File: src/rtl/cntr_seq_pkg.sv
// cntr_seq_pkg
// Shared types and constants for the cntr_seq command sequencer.
//   op_t    : command opcodes carried on cmd_op
//   state_t : sequencer FSM states
//   is_step : true for the two stepping opcodes
package cntr_seq_pkg;

  localparam logic [1:0] OPC_LOAD = 2'b00;
  localparam logic [1:0] OPC_UP   = 2'b01;
  localparam logic [1:0] OPC_DOWN = 2'b10;
  localparam logic [1:0] OPC_NOP  = 2'b11;

  typedef enum logic [1:0] {
    OP_LOAD = OPC_LOAD,
    OP_UP   = OPC_UP,
    OP_DOWN = OPC_DOWN,
    OP_NOP  = OPC_NOP
  } op_t;

  typedef enum logic [1:0] {
    S_IDLE,
    S_LOAD,
    S_RUN,
    S_DONE
  } state_t;

  function automatic logic is_step(input op_t op);
    return (op == OP_UP) || (op == OP_DOWN);
  endfunction

endpackage

File: src/rtl/cntr_seq_if.sv
// cntr_seq_if
// Command channel of the sequencer (valid/ready handshake plus payload).
//   cmd_valid : command present            (master -> slave)
//   cmd_ready : sequencer can accept       (slave -> master)
//   cmd_op    : opcode                     (master -> slave)
//   cmd_arg   : load value or step count   (master -> slave)
//   presc     : ce pacing, one per presc+1 (master -> slave)
interface cntr_seq_if #(
  parameter int WIDTH   = 4,
  parameter int PRESC_W = 8
) ();
  import cntr_seq_pkg::*;

  logic               cmd_valid;
  logic               cmd_ready;
  op_t                cmd_op;
  logic [WIDTH-1:0]   cmd_arg;
  logic [PRESC_W-1:0] presc;

  modport master (
    output cmd_valid, cmd_op, cmd_arg, presc,
    input  cmd_ready
  );

  modport slave (
    input  cmd_valid, cmd_op, cmd_arg, presc,
    output cmd_ready
  );

endinterface

File: src/rtl/cntr_seq_presc.sv
// cntr_seq_presc
// Reloadable down-counter that paces the counter-enable strobes.
//   sys_clk    : clock, rising edge
//   reset_n    : asynchronous active-low reset
//   start      : load reload_val into both the count and the reload register
//   reload_val : prescale value presented at command accept
//   clr        : clear the count (abort)
//   run        : count while the sequencer is stepping
//   tick       : count has reached zero while running
module cntr_seq_presc #(
  parameter int PRESC_W = 8
) (
  input  logic               sys_clk,
  input  logic               reset_n,
  input  logic               start,
  input  logic [PRESC_W-1:0] reload_val,
  input  logic               clr,
  input  logic               run,
  output logic               tick
);

  logic [PRESC_W-1:0] count;
  logic [PRESC_W-1:0] reload_q;

  assign tick = run && (count == '0);

  // The reload value is captured at start so later changes on the presc
  // input cannot disturb a command already in progress.
  always_ff @(posedge sys_clk or negedge reset_n) begin
    if (!reset_n) begin
      count    <= '0;
      reload_q <= '0;
    end else if (clr) begin
      count <= '0;
    end else if (start) begin
      count    <= reload_val;
      reload_q <= reload_val;
    end else if (run) begin
      if (count == '0) count <= reload_q;
      else             count <= count - PRESC_W'(1);
    end
  end

endmodule

File: src/rtl/cntr_seq.sv
// cntr_seq
// Command-driven sequencer in front of the binary counter my_cntr.
//   sys_clk    : clock, rising edge
//   reset_n    : asynchronous active-low reset
//   cmd        : command channel (slave side of cntr_seq_if)
//   abort      : cancel the active LOAD or RUN command
//   data       : load value to the counter
//   load       : counter load strobe
//   ce         : counter enable strobe
//   updn       : counter direction, 1 = up
//   busy       : sequencer not idle
//   done       : one-cycle completion pulse
//   steps_left : remaining ce pulses for the active command
module cntr_seq #(
  parameter int WIDTH   = 4,
  parameter int PRESC_W = 8
) (
  input  logic             sys_clk,
  input  logic             reset_n,
  cntr_seq_if.slave        cmd,
  input  logic             abort,
  output logic [WIDTH-1:0] data,
  output logic             load,
  output logic             ce,
  output logic             updn,
  output logic             busy,
  output logic             done,
  output logic [WIDTH-1:0] steps_left
);
  import cntr_seq_pkg::*;

  state_t state;
  logic   tick;
  logic   start_run;
  logic   presc_clr;

  // A step command with a nonzero count is the only one that needs pacing.
  assign start_run = cmd.cmd_valid && (state == S_IDLE) &&
                     is_step(cmd.cmd_op) && (cmd.cmd_arg != '0);
  assign presc_clr = abort && (state == S_RUN);

  // Strobes come from registered state; abort is the only input allowed to
  // reach them, so a cancelled command never produces a stray load or ce.
  assign cmd.cmd_ready = (state == S_IDLE);
  assign busy          = (state != S_IDLE);
  assign done          = (state == S_DONE);
  assign load          = (state == S_LOAD) && !abort;
  assign ce            = tick && !abort;

  cntr_seq_presc #(.PRESC_W(PRESC_W)) u_presc (
    .sys_clk    (sys_clk),
    .reset_n    (reset_n),
    .start      (start_run),
    .reload_val (cmd.presc),
    .clr        (presc_clr),
    .run        (state == S_RUN),
    .tick       (tick)
  );

  always_ff @(posedge sys_clk or negedge reset_n) begin
    if (!reset_n) begin
      state      <= S_IDLE;
      data       <= '0;
      updn       <= 1'b1;
      steps_left <= '0;
    end else begin
      unique case (state)
        S_IDLE: begin
          if (cmd.cmd_valid) begin
            unique case (cmd.cmd_op)
              OP_LOAD: begin
                data  <= cmd.cmd_arg;
                state <= S_LOAD;
              end
              OP_UP, OP_DOWN: begin
                if (cmd.cmd_arg != '0) begin
                  steps_left <= cmd.cmd_arg;
                  updn       <= (cmd.cmd_op == OP_UP);
                  state      <= S_RUN;
                end else begin
                  state <= S_DONE;
                end
              end
              OP_NOP: state <= S_DONE;
            endcase
          end
        end
        S_LOAD: state <= abort ? S_IDLE : S_DONE;
        S_RUN: begin
          if (abort) begin
            steps_left <= '0;
            state      <= S_IDLE;
          end else if (tick) begin
            if (steps_left != '0) steps_left <= steps_left - WIDTH'(1);
            if (steps_left == WIDTH'(1)) state <= S_DONE;
          end
        end
        S_DONE: state <= S_IDLE;
      endcase
    end
  end

endmodule

File: src/flat_wrapper.sv
// flat-port wrapper written by rule: the top's interface ports become plain ports
module cntr_seq_flat import cntr_seq_pkg::*;
#(
  parameter int WIDTH   = 4,
  parameter int PRESC_W = 8
)
  (sys_clk, reset_n, abort, data, load, ce, updn, busy, done, steps_left, cmd_cmd_valid, cmd_cmd_op, cmd_cmd_arg, cmd_presc, cmd_cmd_ready);
  cntr_seq_if #(.WIDTH(WIDTH), .PRESC_W(PRESC_W)) cmd_i ();
  input  logic sys_clk;
  input  logic reset_n;
  input  logic abort;
  output logic [WIDTH-1:0] data;
  output logic load;
  output logic ce;
  output logic updn;
  output logic busy;
  output logic done;
  output logic [WIDTH-1:0] steps_left;
  input wire logic [$bits(cmd_i.cmd_valid)-1:0] cmd_cmd_valid;
  input wire logic [$bits(cmd_i.cmd_op)-1:0] cmd_cmd_op;
  input wire logic [$bits(cmd_i.cmd_arg)-1:0] cmd_cmd_arg;
  input wire logic [$bits(cmd_i.presc)-1:0] cmd_presc;
  output wire logic [$bits(cmd_i.cmd_ready)-1:0] cmd_cmd_ready;
  assign cmd_i.cmd_valid = cmd_cmd_valid;
  assign cmd_i.cmd_op = cmd_cmd_op;
  assign cmd_i.cmd_arg = cmd_cmd_arg;
  assign cmd_i.presc = cmd_presc;
  assign cmd_cmd_ready = cmd_i.cmd_ready;
  cntr_seq #(.WIDTH(WIDTH), .PRESC_W(PRESC_W)) u_core (.sys_clk(sys_clk), .reset_n(reset_n), .cmd(cmd_i), .abort(abort), .data(data), .load(load), .ce(ce), .updn(updn), .busy(busy), .done(done), .steps_left(steps_left));
endmodule
File: config.mk
export PLATFORM = sky130hd
export DESIGN_NAME = cntr_seq_flat
export DESIGN_NICKNAME = d
export VERILOG_FILES = /design/src/rtl/cntr_seq_pkg.sv /design/src/rtl/cntr_seq_if.sv /design/src/rtl/cntr_seq_presc.sv /design/src/rtl/cntr_seq.sv /design/src/flat_wrapper.sv
export SDC_FILE = /design/constraint.sdc
export NUM_CORES = 1
export LEC_CHECK = 0
export CAP_MARGIN = 20
export CORE_ASPECT_RATIO = 2
export CORE_UTILIZATION = 40
export CTS_BUF_LIST = sky130_fd_sc_hd__clkbuf_8
export DETAILED_ROUTE_END_ITERATION = 10
export GPL_TIMING_DRIVEN = 0
export PLACE_DENSITY = 0.77
export SLEW_MARGIN = 0
export SYNTH_ARGS = -nofsm -noshare
export SYNTH_HDL_FRONTEND = slang
export SYNTH_HIERARCHICAL = 1
export SYNTH_SLANG_ARGS = --single-unit
export TNS_END_PERCENT = 100
File: constraint.sdc
create_clock -name sys_clk -period 2.1 [get_ports sys_clk]
set_input_delay 0.525 -clock sys_clk [delete_from_list [all_inputs] [get_ports sys_clk]]
set_output_delay 0.525 -clock sys_clk [all_outputs]
set_load 0.02 [all_outputs]
==> impl_results.md <==
- Fraction of layout cells with a size suffix above 1: 24.79%
- Initial cell density of the core: between 40% and 50%
- Die width: 48.91 um
- Max Fanout on Critical Path: 2
- Final nets: 269
- Accumulated negative setup slack: -0.3427 ns
- Overall power: between 3000 and 4000 uW
- Clock sink total: 27
- Diodes inserted: 0
- Seq/Total Area, Yosys: 38.45%
- Ports: 32
- Maximum count of clock buffers along a single path: 2
- Synthesis-to-layout area growth: 40.16%
- Antenna-violating nets left: 0
- Adder and majority cell fraction of the synthesized area: 8.529%
- Worst hold path type: reg2reg
- Clock tree from TritonCTS: yes
- Power per standard cell area: 1412 nW/um2
- CP required: 1.57 ns
- Highest achievable clock rate: about 0.42 GHz
- Total congestion overflow: 0
- Number of pins exceeding their max-slew limit in the final report: 0
- Flops & latches, synth: 27
- Wire length of the first global-routing pass: ~8100 um
- Routed length per placed instance: 17.46 um
- Post-synthesis simple-gate area fraction: 23.60%
- Largest stage delay, worst path: around 0.48 ns
- Detailed Route WL: 5064 um
- Clock insertion delay at the later pin of the skew report: approximately 0.28 ns
- Area inside the core boundary: approximately 4200 um2
- Worst endpoint data arrival time: 1.83 ns
- Via density: 5.800
- Max-Slew Margin vs Limit: a little over half
- Fraction of synthesized cell area in xor and xnor cells: 0%
- Minimum clock period: 2.359 ns
- Vertical extent of the die: 95.82 um
- Pin count of the biggest net entering global routing: 17
- Slew @ Worst Pin: about 0.69 ns
- I/O Buffers: 31
- Final Hold Vio Count: 0
- Routability-driven placement congestion ratio: 0.9026
- Final worst clock skew: 0.004511 ns
- Netlist area before placement: 1760 um2
- Floorplan row count: 33
- Cells along the critical path: inv_2 > ha_4 > or4b_4 > nor3_4 > nor2b_4 > buf_6
- Maximum capacitance violations: 0
- Cell at the root of the clock tree: sky130_fd_sc_hd__clkbuf_8
- Count of H-tree levels built during CTS: 1
- Final worst path period share: 112.3%
- TritonCTS Buffers: 3
- Tot GR Track Use: 22.40%
- Detailed Routing Iterations Pass 1: 4
- Cell leakage power: 0.001060 uW
- Post-synth net total: 220
- Antenna violations before repair: 0
- Compound-Gate Fraction of Synth Area: roughly 18%
- Synth cell types: 47
- Violated checks: setup timing
- Category of the critical setup timing path: reg2out
- Async SR Flop Fraction: 100.0%
- Synthesized area divided by synthesized cell count: 9.265 um2
- Worst-case setup margin in the final layout: -0.2592 ns
- Final setup fails: 3
- Number of flops mapped to enable cells by yosys: 0
- Cell with the largest stage delay on the worst path: sky130_fd_sc_hd__or4b_4
- Vias in the first global route: 1744
- Hold-fix buffers, CTS: 0
- RSZ-0062 raised after global routing: yes
- Number of fill cells in the layout: 346
- Outcome: complete, but fails checks
- HPWL after detailed placement: roughly 3400 um
- Yosys synthesis warning count: 6
- Crit start category: register
- Critical path capture point type: output port
- Cell count after synthesis: 190
- Highest ir drop seen on vdd: 0.9731 mV
- Full die area: 4687 um2
- DR vias: 1682
- Dominant combinational cell family by area after synthesis: simple AND/OR/NAND/NOR gates
- Initial DRC count: 53
- Predominant post-synthesis flop cell: sky130_fd_sc_hd__dfrtp_1
- CTS clock-pin slew for the worst setup and hold paths: approximately 0.10 ns
- Proportion of synthesized area in mux cells: 6.183%
- Residual DRC: 0
[metal layers]
metal  vias up  share of wire [%]  track usage [%]
met1       806                 35            21.85
met4         0                3.7            12.99
li1        771                  -                -
met5         -                  0                0
met3        20                4.2            1.738
met2        85                 57            44.79
[flip-flops by register name, summed over array words and instances (netlist names)]
name and cells:
u_core/steps_left 4, u_core/u_presc/count 8, u_core/data 4, u_core/state 2, u_core/u_presc/reload_q 8, u_core/updn 1
[logic make-up (layout without fill, tap and decap cells)]
| group | Yosys count | count (layout) |
|---|---|---|
| simple gates | 72 | 72 |
| compound gates | 47 | 47 |
| flops | 27 | 27 |
| buf+inv | 22 | 70 |
| fa+ha+maj | 12 | 12 |
| mux | 10 | 10 |
[cell type report]
type | count | area, um2 | area share (%)
plain buffers | 5 | 41.29 | 1.673
clock buffers | 3 | 41.29 | 1.673
clock inverters | 1 | 5.005 | 0.2028
inverters | 15 | 56.30 | 2.282
multi-input cells | 141 | 1135 | 45.99
flip-flops and latches | 27 | 676.9 | 27.43
well taps | 52 | 65.06 | 2.637
repair buffers | 46 | 446.7 | 18.10
[critical path, delay by kind of cell, from the launching register on]
| kind | cells | cell delay (ns) |
|---|---|---|
| simple gates | 3 | 0.81 |
| buf+inv | 2 | 0.22 |
| fa+ha+maj | 1 | 0.13 |
| flops | 1 | 0.40 |
[worst paths after layout]
path | start | to | slack (ns) | cells after the start
worst max-delay path | u_core/u_presc/count[1] | ce | -0.26 | 6
min in group asynchronous | reset_n | u_core/u_presc/reload_q[3] | 0.66 | 1
max in group asynchronous | reset_n | u_core/steps_left[3] | 0.92 | 2
worst min register to register | u_core/u_presc/reload_q[4] | u_core/u_presc/reload_q[4] | 0.49 | 2
worst min-delay path | u_core/u_presc/reload_q[4] | u_core/u_presc/reload_q[4] | 0.49 | 2
worst max register to register | u_core/u_presc/count[1] | u_core/state[0] | -0.06 | 8
[cells in the final DEF, fill, tap and decap left out, drive strengths merged, types with 5 or more instances in the layout]
master / count
clkdlybuf4s50: 26
a21oi: 13
nor2b: 5
mux2: 7
dfrtp: 26
nand3: 8
nand2: 23
ha: 12
nor2: 10
o21ai: 12
inv: 15
buf: 17
o22ai: 5
clkbuf: 8
nor3: 5
[timing repair]
action                                  4_1_cts  5_1_grt
pin swaps                                     9        7
setup buffers                                11        3
hold endpoints to repair                      0        0
endpoints found under the setup margin       26       26
cloned                                        1        0
gates resized for setup                      34       19
[per-stage QoR]
stage	cell area (um2)	util [%]	setup slack (ns)	instances	hold WS (ns)
2_1_floorplan	1779	-	-0.03027	190	0.2294
3_3_place_gp	2155	51.67	-0.8000	273	0.4508
3_5_place_dp	2182	52.33	-0.8481	274	0.4577
4_1_cts	2399	57.52	-0.3261	288	0.4806
5_1_grt	2467	59.17	-0.3478	290	0.5011
6_report	2467	59.17	-0.2592	290	0.4851
[power by group]
| part | switching, uW | total (uW) | internal (uW) |
|---|---|---|---|
| sequential | 220 | 985 | 765 |
| clock | 170 | 303 | 133 |
| combinational | 1190 | 2200 | 1010 |
| total | 1580 | 3480 | 1900 |
[synthesized netlist by cell type (all sizes together), types with 2 or more instances]
master  count  share of area, %
dfrtp      26                37
nand2      23               4.9
inv        15               3.2
a21oi      13               3.7
ha         12               8.5
o21ai      12               3.4
nor2       10               2.6
nand3       8               2.3
mux2        7               4.5
clkbuf      5               1.1
nor2b       5               1.8
nor3        5               1.4
o22ai       5               2.1
mux2i       3               1.7
nand2b      3               1.5
nor3b       3               1.3
o31ai       3               1.6
or3         3               1.1
a22o        2               1.0
a311oi      2               1.0
and2        2              0.71
buf         2               1.3
nor4        2               1.6
nor4b       2               1.0
o211ai      2              0.85
or4         2               1.1
No activity file was read; power rests on OpenSTA's default activity.
